[config.mk]
export PLATFORM = sky130hd
export DESIGN_NAME = bin2bcd_seq
export DESIGN_NICKNAME = d
export VERILOG_FILES = /design/src/rtl/bin2bcd_seq.sv
export SDC_FILE = /design/constraint.sdc
export NUM_CORES = 1
export LEC_CHECK = 0
export CAP_MARGIN = 20
export CORE_ASPECT_RATIO = 0.9
export CORE_MARGIN = 2
export CORE_UTILIZATION = 45
export CTS_BUF_LIST = sky130_fd_sc_hd__clkbuf_8
export DETAILED_ROUTE_END_ITERATION = 10
export PLACE_DENSITY = 0.68
export REMOVE_ABC_BUFFERS = 1
export SLEW_MARGIN = 5
export SYNTH_ARGS = -nofsm -noshare
export SYNTH_HDL_FRONTEND = slang
export SYNTH_SLANG_ARGS = --single-unit
[constraint.sdc]
create_clock -name CLK -period 2.2 [get_ports CLK]
set_clock_uncertainty 0.1 [all_clocks]
set_input_delay 0.33 -clock CLK [delete_from_list [all_inputs] [get_ports CLK]]
set_output_delay 0.33 -clock CLK [all_outputs]
set_load 0.02 [all_outputs]
[src/rtl/bin2bcd_seq.sv]
// Sequential double-dabble binary-to-BCD converter, one bit per clock.
// Define BIN2BCD_BLANK_EN to enable the registered leading-zero BLANK mask.
module bin2bcd_seq #(
   parameter int WIDTH  = 16,
   parameter int DIGITS = 5
) (
   input  logic                CLK,
   input  logic                CLR_N,
   input  logic                START,
   input  logic [WIDTH-1:0]    BIN,
   output logic                BUSY,
   output logic                DONE,
   output logic [4*DIGITS-1:0] BCD,
   output logic                OVF,
   output logic [DIGITS-1:0]   BLANK
);

   localparam int CW = $clog2(WIDTH + 1);
   localparam int DW = 4 * DIGITS;

   typedef enum logic [1:0] {
      S_IDLE,
      S_SHIFT,
      S_DONE
   } state_t;

   state_t          state, state_n;
   logic [WIDTH-1:0] shreg, shreg_n;
   logic [DW-1:0]   dig, dig_n, adj;
   logic [CW-1:0]   cnt;
   logic            sticky, sticky_n;
   logic [DW-1:0]   bcd_q;
   logic            ovf_q;
   logic            load;
   logic            last;

   assign last = (cnt == CW'(WIDTH - 1));

   always_ff @(posedge CLK or negedge CLR_N) begin
      if (!CLR_N) state <= S_IDLE;
      else        state <= state_n;
   end

   always_comb begin
      state_n = state;
      load    = 1'b0;
      unique case (state)
         S_IDLE: begin
            if (START) begin
               load    = 1'b1;
               state_n = S_SHIFT;
            end
         end
         S_SHIFT: begin
            if (last) state_n = S_DONE;
         end
         S_DONE: begin
            if (START) begin
               load    = 1'b1;
               state_n = S_SHIFT;
            end else begin
               state_n = S_IDLE;
            end
         end
         default: state_n = S_IDLE;
      endcase
   end

   // Add-3 is per digit with no inter-digit carry; the shift moves bits up.
   always_comb begin
      adj = '0;
      for (int i = 0; i < DIGITS; i++) begin
         if (dig[4*i +: 4] >= 4'd5) adj[4*i +: 4] = dig[4*i +: 4] + 4'd3;
         else                       adj[4*i +: 4] = dig[4*i +: 4];
      end
      dig_n    = {adj[DW-2:0], shreg[WIDTH-1]};
      shreg_n  = shreg << 1;
      sticky_n = sticky | adj[DW-1];
   end

   always_ff @(posedge CLK or negedge CLR_N) begin
      if (!CLR_N) begin
         shreg  <= '0;
         dig    <= '0;
         cnt    <= '0;
         sticky <= 1'b0;
         bcd_q  <= '0;
         ovf_q  <= 1'b0;
      end else if (load) begin
         shreg  <= BIN;
         dig    <= '0;
         cnt    <= '0;
         sticky <= 1'b0;
      end else if (state == S_SHIFT) begin
         shreg  <= shreg_n;
         dig    <= dig_n;
         sticky <= sticky_n;
         if (last) begin
            bcd_q <= dig_n;
            ovf_q <= sticky_n;
         end else begin
            cnt <= cnt + CW'(1);
         end
      end
   end

`ifdef BIN2BCD_BLANK_EN
   logic [DIGITS-1:0] blank_n, blank_q;
   logic              blank_z;

   // Digit 0 is never blanked so a zero result still shows one "0".
   always_comb begin
      blank_n = '0;
      blank_z = 1'b1;
      for (int i = DIGITS - 1; i >= 1; i--) begin
         blank_z    = blank_z & (dig_n[4*i +: 4] == 4'd0);
         blank_n[i] = blank_z;
      end
   end

   always_ff @(posedge CLK or negedge CLR_N) begin
      if (!CLR_N)                          blank_q <= '0;
      else if (state == S_SHIFT && last)   blank_q <= blank_n;
   end

   assign BLANK = blank_q;
`else
   assign BLANK = '0;
`endif

   assign BUSY = (state == S_SHIFT);
   assign DONE = (state == S_DONE);
   assign BCD  = bcd_q;
   assign OVF  = ovf_q;

endmodule

# Word-level counts from Yosys, hierarchy flattened
# Cells that the tools add are included.
# totals
word_cells,52
inputBits,19
output_inout_bits,28
ff_bits,65
# classes
mux,20
n_addsub,6
bitwise_logic,2
eq_ne,6
magnitude_cmp,5
n_reduce_logical,6
# ops
cell,n
$mux 20,2
$mux 16,2
$add 4x2->4 const B,5
$ge 4x3->1 const B,5
$mux 4,5
$mux 5,3
$pmux 2 s3,1
$add 5x1->5 const B,1
$eq 5x4->1 const B,1
$mux 1,5
$mux 2,2
$ne 2x2->1 const B,2
$reduce_and 2->1,2
$reduce_and 3->1,1
$eq 2x1->1 const B,1
$eq 2x2->1 const B,1
$logic_not 2->1,1
$ne 2x1->1 const B,1
$reduce_bool 2->1,1
$reduce_or 2->1,1
$not 1->1,1
$or 1x1->1,1

# Depth between registers and ports, before layout
# logic_depth
depth_word,5
mapped_depth,8
mapped_depth_nobuf,7

# Worst setup path before layout
# Ideal clock, no wire load.
# synth_path
path_type,reg2reg
start,register cnt[0]
end,register cnt[3]
path_buffers,0
setup_slack_ns,0.482
stages_incl_launch_ff,8
arrival_ns,1.496
required_time_ns,1.979
path_cell_list,dfrtp_1 -> ha_1 -> and3_1 -> ha_1 -> nor3b_2 -> nand4_1 -> xor2_1 -> nor2_1
# synth_via
elab_chain_len,4
elab_cells_between_ends,7
cone_classes,1 x add/sub; 2 x eq/ne; 3 x mux; 1 x reduce/logical
# synth_lines
item,line,rtl
"start, declared",30,logic [CW-1:0] cnt;
"start signal, assigned",102,cnt <= cnt + CW'(1);
$add 5x1->5,102,
$mux 5,98,if (last) begin
$mux 5,94,end else if (state == S_SHIFT) begin
$mux 5,89,end else if (load) begin
# Parallel ways exist; a longest one is shown, timed or not. The select of a mux whose other input is x is not followed.
# A chain may end at the register's enable or synchronous reset.

# Final worst setup path
# layout_path
start,register state[0]
end,output port DONE
# layout_via
elab_chain_len,1
# layout_lines
item,line,rtl
"start, declared",27,"state_t state, state_n;"
"start signal, assigned",41,else state <= state_n;
$eq 2x2->1,132,assign DONE = (state == S_DONE);
"end, declared",12,"output logic DONE,"
# Every way passes these cells.

==> Flow_metrics.wiki <==
{| class="wikitable"
! Metric !! Value
|-
| Fraction of synthesized cell area in xor and xnor cells || under 10%
|-
| Maximum buffer depth of the clock tree || 2
|-
| Proportion of layout cells with a drive suffix above 1 || ~11%
|-
| Count of routing violations after the opening detailed-route iteration || 110
|-
| Internal portion of total power || between 3 and 4 mW
|-
| Maximum clock rate || between 0.5 and 0.6 GHz
|-
| Flop and latch count out of synthesis || 65
|-
| Category of cells accounting for the largest share of critical-path delay || buffers and inverters
|-
| Main combinational cell family by area after synthesis || simple AND/OR/NAND/NOR gates
|-
| CP Data Arrival Time || about 1.6 ns
|-
| Standby leakage power || roughly 1.7 nW
|-
| Switching portion of total power || between 30% and 40%
|-
| Global Route Usage Sum || roughly 17%
|-
| Wire length per cell after detailed routing || between 10 and 15 um
|-
| Die Height || 82.9 um
|-
| DRC || 0
|-
| Async set-or-reset flop fraction in the synthesized netlist || 100%
|-
| Buffer cell driving the clock tree root || sky130_fd_sc_hd__clkbuf_8
|-
| Via count of the routed design || about 2,200
|-
| Number of hold violations in the final report || 0
|-
| Max Slew Vio Count || 0
|-
| Sequential area share after synthesis || between 50% and 60%
|-
| Post-synthesis compound-gate area fraction || around 15%
|-
| Clk Latency, worst-skew pair || 0.34 ns
|-
| P_sw || around 2.2 mW
|-
| EDFF count, synth || 0
|-
| Num Clock Sinks || 65
|-
| Leading cell types by total area after synthesis || sky130_fd_sc_hd__dfrtp_1 52%, sky130_fd_sc_hd__nand2_1 7.4%, sky130_fd_sc_hd__ha_1 4.8%
|-
| Most area-hungry cell type in the Yosys netlist || sky130_fd_sc_hd__dfrtp_1
|-
| Hold/Removal Path Class || reg -> reg
|-
| Placer congestion estimate || 0.755
|-
| Number of nets in the final layout || between 300 and 400
|-
| Status || finished clean
|-
| Synth Area per Inst || about 10 um2
|-
| Count of warnings emitted by yosys || 0
|-
| I/O pin count || 47
|-
| Worst-path cell with the longest stage delay || sky130_fd_sc_hd__clkdlybuf4s50_1
|-
| Buffers & Inverters on Critical Path || 1
|-
| Fraction of power consumed by combinational cells || a little under half
|-
| Total Routed Length || 5.62 mm
|-
| CTS H-tree depth || 3
|-
| Diodes inserted || 0
|-
| Number of buffers added by the clock tree synthesis step || 9
|-
| Largest voltage drop on the vdd net || 732 uV
|-
| Final min period || between 1.5 and 2 ns
|-
| Number of placement rows || 28
|-
| Detailed-route vias per instance || around 5
|-
| Portion of total power attributed to sequential cells || a little under two fifths
|-
| Area Overhead vs Synth || 20.3%
|-
| Clk pwr share || about 16%
|-
| Initial core utilization || between 40% and 50%
|-
| Gate count after technology mapping || approximately 300
|-
| Worst Path Required || between 1.5 and 2 ns
|-
| Antenna violations before repair || 0
|-
| Die span in x || between 90 and 100 um
|-
| Wire length of the first global-routing pass || a little over 10 mm
|-
| Half-perimeter wire length after detailed placement || between 3 and 4 mm
|-
| Mux cell area share after synthesis || about 4.3%
|-
| Crit path max fanout || 5
|-
| Clock tree from TritonCTS || built
|-
| Proportion of netlist area held by the largest area contributor || between 50 and 60%
|-
| Unrepaired setup endpoints after global routing || false
|-
| Unique cell type count in the Yosys netlist || 35
|-
| Antenna violation net count after detailed routing || 0
|-
| Pre-antenna DRT Iters || 4
|-
| Predominant post-synthesis flop cell || sky130_fd_sc_hd__dfrtp_1
|-
| Number of setup buffers added after CTS || 0
|-
| Total die area || ~7600 um2
|-
| Setup TNS || 0 ns
|-
| Cell-by-cell trace of the critical path || nor2b_1, clkdlybuf4s50_1
|-
| Count of endpoints failing setup in the final report || 0
|-
| Pre-CTS setup slack || between 0.3 and 0.4 ns
|-
| Core region area || between 6000 and 7000 um2
|-
| Start-to-end type of the worst setup path || reg -> out
|-
| Maximum number of pins on one net before global-route repair || 66
|-
| Congestion Overflow GR || 0
|-
| Startpoint type of the worst setup path || register
|-
| Vias in the first global route || 2,145
|-
| Adder-cell area share of the yosys netlist || around 4.8%
|-
| Power density cells || approximately 1500 nW/um2
|-
| Post-route worst setup slack || between 0.2 and 0.25 ns
|-
| Netlist Area Pre-Place || 3110 um2
|-
| Port Buffer Count || slightly above 40
|-
| CP Capture Type || output port
|-
| Total of max-cap violations || 0
|-
| Share of the cycle needed by the critical path after routing || around nine tenths
|-
| Clock slew seen by the registers of the worst setup and hold paths || about 0.06 ns
|-
| Fraction of the mapped netlist area in simple logic gates || between 15 and 20%
|-
| Biggest cell delay along the critical path || 0.62 ns
|}
synthesized netlist by cell type (2+ instances only):
library cell,number
sky130_fd_sc_hd__dfrtp_1,65
sky130_fd_sc_hd__nand2_1,61
sky130_fd_sc_hd__o21ai_0,27
sky130_fd_sc_hd__a22oi_1,15
sky130_fd_sc_hd__a21oi_1,12
sky130_fd_sc_hd__ha_1,12
sky130_fd_sc_hd__inv_1,11
sky130_fd_sc_hd__buf_4,10
sky130_fd_sc_hd__nor3b_1,10
sky130_fd_sc_hd__a22o_1,8
sky130_fd_sc_hd__mux2_2,8
sky130_fd_sc_hd__o21ai_1,8
sky130_fd_sc_hd__nand2b_1,7
sky130_fd_sc_hd__nand3_1,7
sky130_fd_sc_hd__nor3_1,5
sky130_fd_sc_hd__xnor2_1,5
sky130_fd_sc_hd__buf_6,4
sky130_fd_sc_hd__a21oi_2,3
sky130_fd_sc_hd__mux2i_1,3
sky130_fd_sc_hd__nor2_1,3
sky130_fd_sc_hd__buf_2,2
sky130_fd_sc_hd__nor2b_1,2
sky130_fd_sc_hd__xor2_1,2
power groups by stage:
stage / clock, mW / sequential (mW) / combinational (mW)
6_report: 0.882 / 2.13 / 2.53
5_1_grt: 0.974 / 2.22 / 2.88
4_1_cts: 0.918 / 2.13 / 2.58
3_5_place_dp: 0 / 2.15 / 2.58
3_3_place_gp: 0 / 2.13 / 2.49
2_1_floorplan: 0 / 2.24 / 1.62
final cells by class:
class	count	area, um2
Clock buffer	11	151
Tap cell	90	113
Sequential cell	65	1630
Multi-Input combinational cell	211	1320
Clock inverter	5	22.5
Inverter	13	51.3
Timing Repair Buffer	47	464
Fill cell	607	2880
state kept, by name, indices dropped and copies added (netlist names):
signal	cells
BCD	20
OVF	1
cnt	5
dig	20
shreg	16
state	2
sticky	1
routing by layer:
metal  track usage, %  wire [um]
met1             20.9       2680
met2             26.4       2540
met3             6.17        328
met4             5.79         72
met5                0          0
through the flow:
stage | utilization (%) | power [mW] | hold slack, ns | instance area (um2) | instances
5_1_grt | 56.5 | 6.07 | 0.406 | 3740 | 442
2_1_floorplan | - | 3.86 | -0.0656 | 2990 | 289
6_report | 56.5 | 5.55 | 0.374 | 3740 | 442
3_5_place_dp | 53.8 | 4.73 | 0.275 | 3560 | 425
4_1_cts | 56.5 | 5.63 | 0.384 | 3740 | 442
3_3_place_gp | 53.8 | 4.62 | 0.274 | 3560 | 425
kinds of logic after synthesis:
logic type,Yosys count
AO/OA/AOI/OAI,74
XOR/XNOR,7
adder cells (fa/ha/maj),12
buffers and inverters,30
flip-flops,65
multiplexers,12
other,1
AND/OR/NAND/NOR,101
placed cells by master, fill, tap and decap left out, types with 8 or more instances in the layout:
master / instances
sky130_fd_sc_hd__nor3b_1: 10
sky130_fd_sc_hd__clkbuf_8: 11
sky130_fd_sc_hd__ha_1: 12
sky130_fd_sc_hd__a22oi_1: 15
sky130_fd_sc_hd__dfrtp_1: 65
sky130_fd_sc_hd__o21ai_0: 27
sky130_fd_sc_hd__clkdlybuf4s50_1: 39
sky130_fd_sc_hd__a21oi_1: 12
sky130_fd_sc_hd__o21ai_1: 8
sky130_fd_sc_hd__a22o_1: 8
sky130_fd_sc_hd__inv_1: 13
sky130_fd_sc_hd__mux2_2: 8
sky130_fd_sc_hd__nand2_1: 61
tightest hold or removal path: stages (launching register included):
cell and delay (ns):
sky130_fd_sc_hd__dfrtp_1 0.34, sky130_fd_sc_hd__nand2_1 0.05, sky130_fd_sc_hd__o21ai_0 0.06
timing repair:
item	in CTS	in global routing
hold buffers	1	0
setup endpoints to repair	1	0
endpoints found under the hold margin	65	0
resized for setup	1	0
worst paths after layout:
kind | startpoint | end | slack, ns | cells past startpoint
max | state[0] | DONE | 0.20 | 2
min | BCD[19] | BCD[19] | 0.37 | 2
max reg2reg | cnt[0] | cnt[3] | 0.30 | 7
min reg2reg | BCD[19] | BCD[19] | 0.37 | 2
max in group asynchronous | CLR_N | state[1] | 1.29 | 3
min in group asynchronous | CLR_N | cnt[2] | 0.44 | 3
(Power assumes the default switching activity.)
